[src/rtl/if_fetch.sv]
// if_fetch: instruction-fetch stage feeding decode with pc/inst/prediction.
// Build option: BRANCH_PREDICT_EN adds a 2-bit-counter branch history table.
//
// Ports:
//   clk_in, rst_in             clock, async active-low reset
//   mem_req_out/mem_addr_out   byte read request and address to memory
//   mem_ack_in/mem_byte_in     request accepted, returned byte (same cycle)
//   stall_in                   decode cannot take the presented instruction
//   jump_in/jump_target_in     execute redirect, overrides everything
//   bht_we_in/bht_pc_in/
//   bht_taken_in               resolved-branch training port
//   pc_out/inst_out/valid_out/
//   pre_to_take_out            presented instruction and its prediction
module if_fetch #(
    parameter logic [31:0] RESET_PC = 32'h0000_0000,
    parameter int unsigned BHT_BITS = 7
) (
    input  logic        clk_in,
    input  logic        rst_in,
    output logic        mem_req_out,
    output logic [31:0] mem_addr_out,
    input  logic        mem_ack_in,
    input  logic [7:0]  mem_byte_in,
    input  logic        stall_in,
    input  logic        jump_in,
    input  logic [31:0] jump_target_in,
    input  logic        bht_we_in,
    input  logic [31:0] bht_pc_in,
    input  logic        bht_taken_in,
    output logic [31:0] pc_out,
    output logic [31:0] inst_out,
    output logic        valid_out,
    output logic        pre_to_take_out
);

    typedef enum logic {
        FETCH   = 1'b0,
        PRESENT = 1'b1
    } state_t;

    state_t      state_q;
    state_t      state_n;
    logic [31:0] pc_q;
    logic [31:0] pc_n;
    logic [1:0]  k_q;
    logic [1:0]  k_n;
    logic [23:0] lo_q;
    logic [31:0] npc_q;
    logic        pre_q;
    logic        req_q;
    logic [31:0] addr_q;
    logic [31:0] inst_q;
    logic [31:0] pco_q;

    logic        accept;
    logic        last;
    logic        consume;
    logic [31:0] word;
    logic [31:0] b_imm;
    logic        predict;
    logic [31:0] npc_calc;

    // An ack only counts while a request is actually on the bus.
    assign accept  = (state_q == FETCH) && req_q && mem_ack_in;
    assign last    = accept && (k_q == 2'd3);
    assign consume = (state_q == PRESENT) && !stall_in;

    // Word as it will look once the current byte lands.
    assign word = {mem_byte_in, lo_q};

    assign b_imm = {{19{word[31]}}, word[31], word[7],
                    word[30:25], word[11:8], 1'b0};

    assign npc_calc = predict ? (pc_q + b_imm) : (pc_q + 32'd4);

`ifdef BRANCH_PREDICT_EN
    localparam int unsigned BHT_N = 1 << BHT_BITS;

    logic [1:0]          bht_q [BHT_N];
    logic [BHT_BITS-1:0] rd_idx;
    logic [BHT_BITS-1:0] wr_idx;
    logic                unused_bht_pc;

    assign rd_idx = pc_q[BHT_BITS+1:2];
    assign wr_idx = bht_pc_in[BHT_BITS+1:2];

    assign unused_bht_pc = ^{bht_pc_in[31:BHT_BITS+2], bht_pc_in[1:0]};

    // Reads see the registered counter, so a same-cycle update
    // of the looked-up entry only affects later lookups.
    assign predict = (word[6:0] == 7'b1100011) && bht_q[rd_idx][1];

    always_ff @(posedge clk_in or negedge rst_in) begin
        if (!rst_in) begin
            for (int i = 0; i < BHT_N; i++) begin
                bht_q[i] <= 2'b01;
            end
        end else if (bht_we_in) begin
            if (bht_taken_in && bht_q[wr_idx] != 2'b11) begin
                bht_q[wr_idx] <= bht_q[wr_idx] + 2'd1;
            end else if (!bht_taken_in && bht_q[wr_idx] != 2'b00) begin
                bht_q[wr_idx] <= bht_q[wr_idx] - 2'd1;
            end
        end
    end
`else
    localparam int unsigned unused_bht_bits = BHT_BITS;

    logic unused_bht_port;

    assign unused_bht_port = ^{bht_we_in, bht_pc_in, bht_taken_in};
    assign predict         = 1'b0;
`endif

    always_comb begin
        state_n = state_q;
        pc_n    = pc_q;
        k_n     = k_q;
        if (jump_in) begin
            state_n = FETCH;
            pc_n    = jump_target_in;
            k_n     = 2'd0;
        end else begin
            unique case (state_q)
                FETCH: begin
                    if (accept) begin
                        k_n = k_q + 2'd1;
                        if (last) begin
                            state_n = PRESENT;
                        end
                    end
                end
                PRESENT: begin
                    if (consume) begin
                        state_n = FETCH;
                        pc_n    = npc_q;
                        k_n     = 2'd0;
                    end
                end
                default: begin
                    state_n = FETCH;
                end
            endcase
        end
    end

    always_ff @(posedge clk_in or negedge rst_in) begin
        if (!rst_in) begin
            state_q <= FETCH;
            pc_q    <= RESET_PC;
            k_q     <= 2'd0;
        end else begin
            state_q <= state_n;
            pc_q    <= pc_n;
            k_q     <= k_n;
        end
    end

    // Bus outputs are registered from the next state so they are
    // glitch-free and the address holds while a byte is unacked.
    always_ff @(posedge clk_in or negedge rst_in) begin
        if (!rst_in) begin
            req_q  <= 1'b0;
            addr_q <= 32'd0;
        end else begin
            req_q  <= (state_n == FETCH);
            addr_q <= pc_n + {30'd0, k_n};
        end
    end

    always_ff @(posedge clk_in or negedge rst_in) begin
        if (!rst_in) begin
            lo_q <= 24'd0;
        end else if (accept && !jump_in) begin
            case (k_q)
                2'd0:    lo_q[7:0]   <= mem_byte_in;
                2'd1:    lo_q[15:8]  <= mem_byte_in;
                2'd2:    lo_q[23:16] <= mem_byte_in;
                default: lo_q        <= lo_q;
            endcase
        end
    end

    always_ff @(posedge clk_in or negedge rst_in) begin
        if (!rst_in) begin
            inst_q <= 32'd0;
            pco_q  <= 32'd0;
            npc_q  <= 32'd0;
            pre_q  <= 1'b0;
        end else if (jump_in) begin
            pre_q <= 1'b0;
        end else if (last) begin
            inst_q <= word;
            pco_q  <= pc_q;
            npc_q  <= npc_calc;
            pre_q  <= predict;
        end else if (consume) begin
            pre_q <= 1'b0;
        end
    end

    assign mem_req_out     = req_q;
    assign mem_addr_out    = addr_q;
    assign inst_out        = inst_q;
    assign pc_out          = pco_q;
    assign valid_out       = (state_q == PRESENT);
    assign pre_to_take_out = pre_q;

endmodule

[config.mk]
export PLATFORM = sky130hd
export DESIGN_NAME = if_fetch
export DESIGN_NICKNAME = d
export VERILOG_FILES = /design/src/rtl/if_fetch.sv
export SDC_FILE = /design/constraint.sdc
export NUM_CORES = 1
export LEC_CHECK = 0
export ABC_AREA = 1
export BUFFER_PORTS_ARGS = -buffer_cell sky130_fd_sc_hd__buf_4
export CAP_MARGIN = 20
export CORE_UTILIZATION = 57
export CTS_BUF_LIST = sky130_fd_sc_hd__clkbuf_4 sky130_fd_sc_hd__clkbuf_8
export DETAILED_ROUTE_END_ITERATION = 10
export HOLD_SLACK_MARGIN = 0.05
export MAX_ROUTING_LAYER = met4
export PLACE_DENSITY = 0.83
export REMOVE_ABC_BUFFERS = 1
export SYNTH_ARGS = -nofsm -noshare
export SYNTH_HDL_FRONTEND = slang
export SYNTH_SLANG_ARGS = --single-unit
export TNS_END_PERCENT = 5
[constraint.sdc]
create_clock -name clk_in -period 3.2 [get_ports clk_in]
set_clock_uncertainty 0.1 [all_clocks]
set_input_delay 0.64 -clock clk_in [delete_from_list [all_inputs] [get_ports clk_in]]
set_output_delay 0.64 -clock clk_in [all_outputs]
set_load 0.01 [all_outputs]
==> metrics.cfg, run 1 <==
[run_status]
status=completed

[synthesis]
synthCells=1183
yosysSeqAreaShare_pct=50.18
yosys.cell_types.count=38
async_flop_share_pct=100.0
synth_edf_count=0
synth-seq-cells=186
synth_top_area_share_pct=50.18
synth_area_um2=9276
synth_warnings=0
synthFlopType=dfrtp_1
netlist_top_cells_area=dfrtp_1, nand2_1, nand3_1
synth.largest_area_cell=dfrtp_1
avgSynthCellArea_um2=7.841

[power_and_ir_drop]
clkPwrFrac_pct=25.3
total_power_w=0.006513
p_sw_share_pct=33.78
internal_power_w=0.004313
leakage_nw=5.746
seq_power_share_pct=49.6
powerDensity_nw_per_um2=591.5
combPwrFrac_pct=25.2
p_switching_w=0.002200
vdd_drop_max_mv=0.2854

[global_route]
overflow=0
met2_usage_pct=48.47
busiest_layer=met2
grt_max_degree=113
grt_pass1_wl_um=39580
grt_use_total_pct=32.37
antenna_found_initial=0
grt_pass1_vias=7648
grtUsageMet1_pct=45.21
use_met3_pct=4.955

[placement]
place.gp.congestion=0.9567
dpl.hpwl_um=18220
io_buffers=142
postPlaceCellArea_um2=10580

[finish]
final_cell_mix=nand2_1, dfrtp_1, buf_4
syn_to_final_growth_pct=18.69
mostFrequentLayoutCell=nand2_1
nNetsFinal=1406
layout-drive-gt1-share_pct=20.05
final_cell_area_um2=11010
diodes=0
fin_util_pct=69.31

[detailed_routing]
drtIter0Drc=729
routed_wl_um=25080
vias_per_cell=5.342
wl_per_cell_um=16.20
drc=0
antenna_left=0
first_pass_iters=5
dr_total_vias=8269

[worst_setup_path]
cp.arrival_ns=2.98
r2r_cells=12
r2r-start=valid_out$_DFF_PN0_
r2r_end=mem_addr_out[17]$_DFF_PN0_
crit_fanout=17
crit_type=register to register
worstPathRequired_ns=3.48
startpoint=valid_out$_DFF_PN0_
rrSetupSlack_ns=0.50
crit_path_end_kind=register
crit_end=mem_addr_out[17]$_DFF_PN0_
critPathLaunchType=register

[sta]
finalMaxSlewViolations=0
whs_ns=0.03226
fmax_mhz=370.5
worst_pin_slew_ns=0.6497
min_period_over_period_pct=84.35
min_period_ns=2.699
rsz0062_at_grt=no
tns_ns=0
slew_headroom_pct=56.69
hold_viol=0
setup_viol=0

[clock_tree]
clkTransAtPathRegs_ns=0.11
root_buffer=clkbuf_8
cts_tree=built
clk_latency_ns=0.49
cts_inserted_buffers=17
cts_resized=0
clkSinkCount=186
cts_post_setup_buffers_inserted=0
cts_buffer_depth=2
cts.htree.levels=4
ctsHoldBuffers=0

[floorplanning]
die_y_um=129.6
die-width_um=129.6
start_util_pct=58.40
core_area_um2=15890
io_pins=178
rows=46
die_area_um2=16790

[worst_hold_path]
holdCritPathClass=input pin to asynchronous set/reset pin

[run]
drv_cap=0

-- registers in the layout, indices dropped and copies added (netlist names) --
register	cells
inst_out	32
k_q	2
lo_q	24
mem_addr_out	32
mem_req_out	1
npc_q	32
pc_out	30
pc_q	32
valid_out	1
-- metrics by stage --
stage / worst slack [ns] / std cells
floorplan: -2.151 / 1136
global placement: 0.3979 / 1516
detailed placement: 0.3269 / 1516
CTS: 0.5109 / 1548
global route: 0.2891 / 1548
finish: 0.5009 / 1548
-- power by group through the flow --
stage	logic (W)	clock network, W	registers (W)
5_1_grt	0.00184	0.00175	0.00329
3_3_place_gp	0.00158	0	0.00324
4_1_cts	0.00165	0.00166	0.00322
3_5_place_dp	0.00163	0	0.00326
6_report	0.00164	0.00165	0.00323
2_1_floorplan	0.000723	0	0.00334
-- cells in the mapped netlist (16+ instances only) --
cell type	count
clkbuf_1	17
nor3_1	17
xor2_1	28
buf_2	16
nor2_1	77
dfrtp_1	186
nand4_1	16
inv_1	97
or2_2	19
nand2_1	445
nand3_1	85
nand2_2	23
o21ai_0	77
-- worst max-delay path, stage by stage, from the launching register on --
cell	delay (ns)
dfrtp_1	0.57
nand2_4	0.24
o21ai_0	0.22
nand2_1	0.13
ha_1	0.29
a21o_1	0.13
nand3_2	0.16
inv_2	0.16
nand3_2	0.14
nor2_2	0.21
nand4_1	0.11
nand2_1	0.09
inv_1	0.04
-- how the worst min path moves through the flow --
stage	to	slack [ns]	cells past startpoint
finish	inst_out[21]$_DFFE_PN0P_	0.03	1
CTS	inst_out[21]$_DFFE_PN0P_	0.05	1
detailed placement	inst_out[9]$_DFFE_PN0P_	0.36	2
global placement	inst_out[1]$_DFFE_PN0P_	0.35	2
floorplan	inst_out[0]$_DFFE_PN0P_	0.24	0
global route	inst_out[21]$_DFFE_PN0P_	0.07	1
-- area by class of cell --
type | instances | area, µm²
multi-input cells | 848 | 3981
repair buffers | 164 | 1285
well taps | 216 | 270.3
inverters | 102 | 385.4
flip-flops and latches | 186 | 4654
fillers | 1323 | 4875
clock inverters | 15 | 200.2
clock buffers | 17 | 234.0
-- kinds of logic (layout without fill, tap and decap cells) --
family,count (synthesis),after routing,share of synthesized area (%)
AND/OR/NAND/NOR,718,718,33.49
flip-flops,186,186,50.18
buffers and inverters,149,298,7.041
AO/OA/AOI/OAI,91,91,5.260
XOR/XNOR,30,30,2.833
adder cells (fa/ha/maj),8,8,1.160
other,1,1,0.04043
-- metal layers --
| layer | wire, µm | vias to the layer above |
|---|---|---|
| met5 | 0 | - |
| met4 | 510 | 0 |
| met3 | 1861 | 42 |
| met2 | 11570 | 334 |
| met1 | 11140 | 3906 |
| li1 | - | 3987 |
Power figures use the tool's default switching activity.
==> inputs of run 2 (changes only) <==
--- a/config.mk
+++ b/config.mk
@@ -5,15 +5,15 @@
 export SDC_FILE = /design/constraint.sdc
 export NUM_CORES = 1
 export LEC_CHECK = 0
-export ABC_AREA = 1
+export ABC_AREA = 0
 export BUFFER_PORTS_ARGS = -buffer_cell sky130_fd_sc_hd__buf_4
 export CAP_MARGIN = 20
-export CORE_UTILIZATION = 57
+export CORE_UTILIZATION = 51
 export CTS_BUF_LIST = sky130_fd_sc_hd__clkbuf_4 sky130_fd_sc_hd__clkbuf_8
 export DETAILED_ROUTE_END_ITERATION = 10
 export HOLD_SLACK_MARGIN = 0.05
 export MAX_ROUTING_LAYER = met4
-export PLACE_DENSITY = 0.83
+export PLACE_DENSITY = 0.79
 export REMOVE_ABC_BUFFERS = 1
 export SYNTH_ARGS = -nofsm -noshare
 export SYNTH_HDL_FRONTEND = slang
==> constraint.sdc (replaced) <==
create_clock -name clk_in -period 2.2 [get_ports clk_in]
set_clock_uncertainty 0.1 [all_clocks]
set_input_delay 0.44 -clock clk_in [delete_from_list [all_inputs] [get_ports clk_in]]
set_output_delay 0.44 -clock clk_in [all_outputs]
set_load 0.01 [all_outputs]
==> metrics.cfg, run 2 <==
[finish]
final_cell_area_um2=11160
nNetsFinal=1105
layout.cells.non_filler=1246
mostFrequentLayoutCell=nand2_1
fin_util_pct=69.22
syn_to_final_growth_pct=30.94
diodes=0
final_cell_mix=nand2_1, buf_4, dfrtp_1
layout-drive-gt1-share_pct=36.50

[detailed_routing]
drtIter0Drc=392
dr_total_vias=6586
antenna_left=0
first_pass_iters=5
routed_wl_um=20970
wl_per_cell_um=16.83
drc=0
vias_per_cell=5.286

[placement]
dpl.hpwl_um=14630
io_buffers=142
postPlaceCellArea_um2=10430
dp_slack_ns=-0.6375
post-place-cells=1203
place.gp.congestion=0.8492

[worst_setup_path]
crit_fanout=5
worstPathRequired_ns=2.49
startpoint=k_q[0]$_DFF_PN0_
worstPathCellList=inv_2, ha_4, mux2i_1, o22a_1, nor2_4, ha_4, a21oi_2, and2b_2, nand4_4, buf_12, nor4_4, xor2_1
crit_type=register to register
worst_path_largest_cell_delay_ns=0.40
r2r-start=k_q[0]$_DFF_PN0_
critPathMostFrequentCell=ha_4
cp.arrival_ns=2.82
critPathLaunchType=register
crit_path_end_kind=register
critical-path-slowest-cell=dfrtp_1

[sta]
fmax_mhz=396.3
hold_viol=0
slew_headroom_pct=56.29
setup_viol=29
setup_slack_ns=-0.3231
whs_ns=0.09346
min_period_ns=2.523
min_period_over_period_pct=114.7
finalMaxSlewViolations=0
worst_pin_slew_ns=0.6556
rsz0062_at_grt=yes

[clock_tree]
cts_buffer_depth=2
root_buffer=clkbuf_8
clk_latency_ns=0.47
clkTransAtPathRegs_ns=0.09
clkSinkCount=186
cts.htree.levels=4
cts_inserted_buffers=17
cts_tree=built

[synthesis]
synthFlopType=dfrtp_1
synth.largest_area_cell=dfrtp_1
avgSynthCellArea_um2=10.72
synth_commonest_cells=nand2_1, dfrtp_1, o21ai_0
netlist_top_cells_area=dfrtp_1, nand2_1, xor2_1
yosys.cell_types.count=57
yosysSeqAreaShare_pct=54.63
async_flop_share_pct=100.0
synth_top_area_share_pct=54.63
synth-seq-cells=186
synth_edf_count=0
yosysMostFrequentCell=nand2_1
synth_area_um2=8519
synthCells=795
synth_warnings=0

[global_route]
overflow=0
grt_pass1_wl_um=34350
antenna_found_initial=0
grt_max_degree=89
grt_use_total_pct=26.23
grt_pass1_vias=6643

[power_and_ir_drop]
powerDensity_nw_per_um2=762.9
leakage_nw=5.450
vdd_drop_max_mv=0.4238

[floorplanning]
die_y_um=131.2
start_util_pct=52.86
core_area_um2=16120
die-width_um=131.2
rows=46
die_area_um2=17230
io_pins=178

[run_status]
violations=negative setup slack
status=complete, but fails checks

[worst_hold_path]
holdCritPathClass=input pin to register
hold_start=mem_byte_in[0]

[run]
drv_cap=0

-- run 2: final timing paths --
kind	endpoint	slack [ns]	depth (start not counted)
worst max-delay path	mem_addr_out[31]$_DFF_PN0_	-0.32	12
worst min-delay path	inst_out[24]$_DFFE_PN0P_	0.09	3
worst max register to register	mem_addr_out[31]$_DFF_PN0_	-0.32	12
worst min register to register	inst_out[9]$_DFFE_PN0P_	0.37	2
max in group asynchronous	mem_addr_out[20]$_DFF_PN0_	0.92	3
min in group asynchronous	pc_out[2]$_DFFE_PN0P_	0.45	2
-- run 2: layout make-up --
type	instances	area [µm²]
fill	1185	4960
sequential	186	4654
multi-input combinational	547	3742
timing repair buffer	248	2028
clock buffer	22	302.8
tap	216	270.3
clock inverter	9	90.09
inverter	18	67.56
-- run 2: layer usage --
layer	up-vias	part of all wire (%)	GRT usage, %
met3	33	5.3	4.205
li1	3113	-	-
met5	-	0	-
met1	3227	43	34.51
met2	213	49	41.49
met4	0	2.0	8.889
-- run 2: repair_timing --
action,4_1_cts,5_1_grt
gates cloned,0,0
setup endpoints to repair,29,36
hold buffers,1,0
pin swaps,14,18
buffers inserted,7,4
endpoints found under the hold margin,57,0
resized for setup,24,22
-- run 2: kinds of logic after synthesis --
logic type      count (synthesis)  share of synthesized area (%)
buf+inv                        62                          3.789
mux                            35                          4.465
xor+xnor                       59                          6.065
flops                         186                          54.63
fa+ha+maj                       8                          1.263
simple gates                  369                          22.31
other cells                     1                        0.04402
compound gates                 75                          7.431
-- run 2: where the power goes --
group / internal, W / leakage, nW / switching (W)
sequential: 0.00402 / 2.39 / 0.000352
combinational: 0.000989 / 2.87 / 0.000885
clock: 0.00104 / 0.185 / 0.00122
total: 0.00605 / 5.45 / 0.00246
-- run 2: per-stage QoR --
stage,TNS [ns],total power (W)
final,-5.524,0.008511
after global placement,-9.584,0.006169
after global routing,-9.002,0.008954
after floorplan,-137.96,0.005212
after detailed placement,-11.67,0.006252
after CTS,-4.394,0.008530
-- run 2: worst max-delay path: cells and delay by family, from the launching register on --
kind                       cells  cell delay [ns]
adders and majority gates      2             0.45
AOI/OAI and AO/OA              2             0.25
buffers and inverters          2             0.26
DFF                            1             0.40
and+or+nand+nor                4             0.68
xor gates and xnor gates       1             0.18
muxes                          1             0.11
